==> config.mk <==
export PLATFORM = sky130hd
export DESIGN_NAME = de_mw_pipe_regs
export DESIGN_NICKNAME = d
export VERILOG_FILES = /design/src/rtl/de_mw_pipe_regs.sv
export SDC_FILE = /design/constraint.sdc
export NUM_CORES = 1
export LEC_CHECK = 0
export ABC_CLOCK_PERIOD_IN_PS = 1600
export BUFFER_PORTS_ARGS = -buffer_cell sky130_fd_sc_hd__buf_2
export CORE_AREA = 2 2 268 270
export DETAILED_ROUTE_END_ITERATION = 10
export DIE_AREA = 0 0 270 272
export PLACE_DENSITY_LB_ADDON = 0.05
export SYNTH_ARGS = -nofsm -noshare
export SYNTH_HDL_FRONTEND = slang
export SYNTH_SLANG_ARGS = --single-unit
==> constraint.sdc <==
create_clock -name clk -period 1.6 [get_ports clk]
set_input_delay 0.08 -clock clk [delete_from_list [all_inputs] [get_ports clk]]
set_output_delay 0.08 -clock clk [all_outputs]
set_load 0.03 [all_outputs]
==> src/rtl/de_mw_pipe_regs.sv <==
// D->E, E->M and M->W pipeline registers for the 5-stage core, with bubble
// insertion into E on flushEX and a saturating bubble counter.
module de_mw_pipe_regs #(
   parameter int unsigned CTRL_W = 16,
   parameter int unsigned CNT_W  = 16
) (
   input  logic              clk,
   input  logic              reset,
   input  logic              flushEX,
   // D stage
   input  logic [31:0]       instr_D,
   input  logic [31:0]       pc_D,
   input  logic [31:0]       rs_data_D,
   input  logic [31:0]       rt_data_D,
   input  logic [31:0]       imm_D,
   input  logic [CTRL_W-1:0] ctrl_D,
   input  logic [4:0]        A3_D,
   input  logic [1:0]        Tnew_D,
   // E stage
   output logic [31:0]       instr_E,
   output logic [31:0]       pc_E,
   output logic [31:0]       rs_data_E,
   output logic [31:0]       rt_data_E,
   output logic [31:0]       imm_E,
   output logic [CTRL_W-1:0] ctrl_E,
   output logic [4:0]        A3_E,
   output logic [1:0]        Tnew_E,
   output logic              valid_E,
   input  logic [31:0]       alu_res_E,
   // M stage
   output logic [31:0]       pc_M,
   output logic [31:0]       alu_res_M,
   output logic [31:0]       rt_data_M,
   output logic [CTRL_W-1:0] ctrl_M,
   output logic [4:0]        A3_M,
   output logic [1:0]        Tnew_M,
   output logic              valid_M,
   input  logic [31:0]       mem_rdata_M,
   // W stage
   output logic [31:0]       pc_W,
   output logic [31:0]       alu_res_W,
   output logic [31:0]       mem_rdata_W,
   output logic [CTRL_W-1:0] ctrl_W,
   output logic [4:0]        A3_W,
   output logic              valid_W,
   // performance debug
   output logic [CNT_W-1:0]  bubble_cnt
);

   logic [31:0]       instr_e_nxt;
   logic [31:0]       rs_data_e_nxt;
   logic [31:0]       rt_data_e_nxt;
   logic [31:0]       imm_e_nxt;
   logic [CTRL_W-1:0] ctrl_e_nxt;
   logic [4:0]        a3_e_nxt;
   logic [1:0]        tnew_e_nxt;
   logic              valid_e_nxt;
   logic [1:0]        tnew_m_nxt;
   logic [CNT_W-1:0]  bubble_cnt_nxt;

   // D->E payload: a flush turns the slot into a nop bubble but keeps the PC
   always_comb begin
      instr_e_nxt   = instr_D;
      rs_data_e_nxt = rs_data_D;
      rt_data_e_nxt = rt_data_D;
      imm_e_nxt     = imm_D;
      ctrl_e_nxt    = ctrl_D;
      a3_e_nxt      = A3_D;
      tnew_e_nxt    = Tnew_D;
      valid_e_nxt   = 1'b1;
      if (flushEX) begin
         instr_e_nxt   = 32'd0;
         rs_data_e_nxt = 32'd0;
         rt_data_e_nxt = 32'd0;
         imm_e_nxt     = 32'd0;
         ctrl_e_nxt    = '0;
         a3_e_nxt      = 5'd0;
         tnew_e_nxt    = 2'd0;
         valid_e_nxt   = 1'b0;
      end
   end

   // Tnew counts down one per stage and bottoms out at 0
   always_comb begin
      tnew_m_nxt = 2'd0;
      if (Tnew_E != 2'd0) begin
         tnew_m_nxt = Tnew_E - 2'd1;
      end
   end

   // Saturating bubble count
   always_comb begin
      bubble_cnt_nxt = bubble_cnt;
      if (flushEX && (bubble_cnt != {CNT_W{1'b1}})) begin
         bubble_cnt_nxt = bubble_cnt + CNT_W'(1);
      end
   end

   always_ff @(posedge clk) begin
      if (reset) begin
         instr_E   <= 32'd0;
         pc_E      <= 32'd0;
         rs_data_E <= 32'd0;
         rt_data_E <= 32'd0;
         imm_E     <= 32'd0;
         ctrl_E    <= '0;
         A3_E      <= 5'd0;
         Tnew_E    <= 2'd0;
         valid_E   <= 1'b0;
      end else begin
         instr_E   <= instr_e_nxt;
         pc_E      <= pc_D;
         rs_data_E <= rs_data_e_nxt;
         rt_data_E <= rt_data_e_nxt;
         imm_E     <= imm_e_nxt;
         ctrl_E    <= ctrl_e_nxt;
         A3_E      <= a3_e_nxt;
         Tnew_E    <= tnew_e_nxt;
         valid_E   <= valid_e_nxt;
      end
   end

   always_ff @(posedge clk) begin
      if (reset) begin
         pc_M      <= 32'd0;
         alu_res_M <= 32'd0;
         rt_data_M <= 32'd0;
         ctrl_M    <= '0;
         A3_M      <= 5'd0;
         Tnew_M    <= 2'd0;
         valid_M   <= 1'b0;
      end else begin
         pc_M      <= pc_E;
         alu_res_M <= alu_res_E;
         rt_data_M <= rt_data_E;
         ctrl_M    <= ctrl_E;
         A3_M      <= A3_E;
         Tnew_M    <= tnew_m_nxt;
         valid_M   <= valid_E;
      end
   end

   always_ff @(posedge clk) begin
      if (reset) begin
         pc_W        <= 32'd0;
         alu_res_W   <= 32'd0;
         mem_rdata_W <= 32'd0;
         ctrl_W      <= '0;
         A3_W        <= 5'd0;
         valid_W     <= 1'b0;
      end else begin
         pc_W        <= pc_M;
         alu_res_W   <= alu_res_M;
         mem_rdata_W <= mem_rdata_M;
         ctrl_W      <= ctrl_M;
         A3_W        <= A3_M;
         valid_W     <= valid_M;
      end
   end

   always_ff @(posedge clk) begin
      if (reset) begin
         bubble_cnt <= '0;
      end else begin
         bubble_cnt <= bubble_cnt_nxt;
      end
   end

endmodule

==> results.tsv <==
metric	value	unit
result of the run	complete, no violations	
count of max-cap constraint violations	0	
Mapped Nets	1239	
total I/O pin count	688	
final hold violation count	0	
Max Transition Viols Final	0	
Filler cells	7582	
postcts setup bufs	0	
Total Routing Usage GR	12.56	%
buffer depth of the longest clock path	3	
area taken by flip-flops and latches	8811	µm²
Synth top cells by count	438 x sky130_fd_sc_hd__dfxtp_1, 270 x sky130_fd_sc_hd__nor2b_1, 152 x sky130_fd_sc_hd__and2_1	
endpoint kind of the worst setup timing path	flop	
parity-gate share of the synthesized area counting xor and xnor cells	0.2174	%
Max Clock Freq	0.6446	GHz
Clock Power Share	44.3	%
post-layout instance area	21140	µm²
distinct cell type count after synthesis	32	
slew at the pin closest to its max-slew limit	0.4283	ns
post-detail-place hpwl	36.56	mm
static leakage power	10.07	nW
Period minus WS final	1.551	ns
setup-violating endpoint count in the final report	0	
number of nets in the finished design	2218	
Post-Place Cell Area	16920	µm²
proportion of layout cells with a drive suffix above 1	40.92	%
Cell Area, Synth	12090	µm²
Adder-Cell Fraction of Synth Area	0.2071	%
routed via count	10109	
total core area	70750	µm²
Arrival @ worst endpoint	2.06	ns
clock transition at the register clock pins on the worst setup and hold paths after CTS	0.06	ns
clock root buffer	sky130_fd_sc_hd__clkbuf_16	
leading post-synthesis cells by cell area	sky130_fd_sc_hd__dfxtp_1 73%, sky130_fd_sc_hd__nor2b_1 14%, sky130_fd_sc_hd__and2_1 7.9%	
number of placement rows	98	
Die Width	270	µm
synthesized-area fraction occupied by ao, oa, aoi and oai cells	1.273	%
startpoint class of the critical path	flop	
Hold Path Cell Cnt	3	
Wirelength per Cell	16.21	µm
largest net degree at the start of global routing	62	
final wirelength	47.81	mm
die area	73440	µm²
number of DRC violations after detailed-routing iteration 0	261	
most used standard cell by instance count after synthesis	sky130_fd_sc_hd__dfxtp_1	
flip-flop cell with the highest count after synthesis	sky130_fd_sc_hd__dfxtp_1	
sequential cell area fraction in the yosys report	72.55	%
TritonCTS clock tree	yes	
area of the multi-input gates	3193	µm²
port buffer count	687	
Inserted Clock Buffers	54	
proportion of synthesized flip-flops having asynchronous set or reset	0	%
Synth top area share	72.55	%
EDFF count, synth	0	
data required time at the worst endpoint	2.11	ns
number of cells traversed by the worst register-to-register path	4	
largest area contributor in the synthesized netlist	sky130_fd_sc_hd__dfxtp_1	
sequential fraction of design power	45.0	%
final weighted congestion in routability-driven placement	0.7891	
via count of the first global-routing pass	10658	
initial standard-cell utilization of the core	17.08	%
class of the tightest hold or removal check	input port to flop	
part of the cycle the worst path needs	96.96	%
maximum fanout encountered on the critical timing path	6	
1st-pass router iterations	4	
number of antenna violations at the first check in global routing	2	
number of cells produced by synthesis	987	
combinational family with the most area after synthesis	simple AND/OR/NAND/NOR gates	
power density relative to cell area	1205	nW/µm²
residual overflow from global routing	0	
NetSw	6.410	mW
Synthesis Warnings	0	
clock latency reported for the late side of the worst-skew pair	0.58	ns
antenna-violating nets left	0	
Hold Slack	0.2250	ns
Worst IR Drop VDD	0.7044	mV
flip-flop and latch count after synthesis	438	
unrepaired setup endpoints after global routing	yes	
Post-Synth Simple-Gate Area	23.79	%
Rel. slew slack	71.45	%
post-DR vias/cell	3.428	
DRC violation count after routing	0	
fraction of power consumed by combinational cells	10.7	%
switching share of power	25.17	%
first-pass GRT wire length	69.21	mm
Avg Cell Area, Syn	12.24	µm²
clk sink count	438	
type of the worst setup path	flop to flop	
multiplexer share of the synthesized area	0.2692	%
Internal Power	19.06	mW
Clock Skew	0.01137	ns
H-Tree Level Count	2	
area overhead of the layout relative to synthesis	74.93	%
number of diodes	0	
DIE HEIGHT	272	µm
[layer usage]
metal  GRT usage, %  share of wire (%)
met5              0                  0
met2          22.67                 52
met1          13.46                 38
met4          4.167                2.4
met3          4.717                8.2
[worst paths after layout]
path	startpoint	endpoint	slack, ns
worst min-delay path	imm_D[1]	imm_E[1]$_SDFF_PP0_	0.22
worst max-delay path	bubble_cnt[5]$_SDFFE_PP0P_	bubble_cnt[13]$_SDFFE_PP0P_	0.05
worst min register to register	rt_data_E[9]$_SDFF_PP0_	rt_data_M[9]$_SDFF_PP0_	0.45
worst max register to register	bubble_cnt[5]$_SDFFE_PP0P_	bubble_cnt[13]$_SDFFE_PP0P_	0.05
[through the flow]
step           setup WS, ns  util (%)  setup TNS, ns  instances  power (mW)
2_1_floorplan      -0.08784         -        -0.2243        987       12.96
3_3_place_gp       -0.01780     23.91       -0.02797       2604       13.97
3_5_place_dp       -0.01933     23.91       -0.02874       2604       13.97
4_1_cts             0.01346     29.84              0       2949       26.13
5_1_grt           -0.004305     29.88      -0.009185       2949       26.78
6_report            0.04867     29.88              0       2949       25.47
[critical path, cell delays in order, from the launching register on]
cell,delay [ns]
sky130_fd_sc_hd__dfxtp_4,0.35
sky130_fd_sc_hd__nand4_4,0.10
sky130_fd_sc_hd__or3_4,0.41
sky130_fd_sc_hd__or4_1,0.49
sky130_fd_sc_hd__a21oi_1,0.13
[power groups by stage]
| stage | combinational, mW | sequential, mW | clock [mW] |
|---|---|---|---|
| 6_report | 2.73 | 11.5 | 11.3 |
| 5_1_grt | 2.92 | 11.5 | 12.3 |
| 4_1_cts | 2.80 | 11.5 | 11.9 |
| 3_5_place_dp | 2.26 | 11.7 | 0 |
| 3_3_place_gp | 2.27 | 11.7 | 0 |
| 2_1_floorplan | 0.407 | 12.6 | 0 |
[area by class of cell]
| type | instances | share of cell area [%] |
|---|---|---|
| Multi-Input combinational cell | 495 | 15.10 |
| Timing Repair Buffer | 972 | 29.88 |
| Clock buffer | 77 | 7.232 |
| Clock inverter | 12 | 0.3965 |
| Tap cell | 950 | 5.623 |
| Sequential cell | 438 | 41.68 |
| Inverter | 5 | 0.08878 |
[kinds of logic (layout without fill, tap and decap cells)]
| kind of cell | count (synthesis) | count (layout) |
|---|---|---|
| xor+xnor | 3 | 3 |
| simple gates | 463 | 463 |
| buf+inv | 54 | 1066 |
| mux | 3 | 3 |
| compound gates | 24 | 24 |
| flops | 438 | 438 |
| fa+ha+maj | 2 | 2 |
[what timing repair did]
action | 4_1_cts | 5_1_grt
resized for setup | 3 | 4
setup endpoints to repair | 2 | 6
hold endpoints to repair | 265 | 0
hold buffers | 256 | 0
pin swaps | 0 | 1
[cells in the final DEF (no fill, tap or decap), types with 5 or more instances in the layout]
cell / synthesis / routed
sky130_fd_sc_hd__dfxtp_1: 438 / 422
sky130_fd_sc_hd__clkinv_2: 0 / 7
sky130_fd_sc_hd__buf_12: 0 / 7
sky130_fd_sc_hd__and2_1: 152 / 152
sky130_fd_sc_hd__inv_1: 5 / 5
sky130_fd_sc_hd__dfxtp_4: 0 / 9
sky130_fd_sc_hd__dfxtp_2: 0 / 7
sky130_fd_sc_hd__nand3_1: 6 / 5
sky130_fd_sc_hd__nor2b_1: 270 / 270
sky130_fd_sc_hd__o31ai_1: 6 / 6
sky130_fd_sc_hd__a21oi_1: 9 / 9
sky130_fd_sc_hd__clkbuf_16: 0 / 55
sky130_fd_sc_hd__buf_2: 0 / 686
sky130_fd_sc_hd__clkbuf_8: 0 / 7
sky130_fd_sc_hd__dlygate4sd3_1: 0 / 256
sky130_fd_sc_hd__nor2_1: 8 / 7
sky130_fd_sc_hd__buf_4: 0 / 22
sky130_fd_sc_hd__clkbuf_1: 46 / 15
Power figures use the tool's default switching activity.
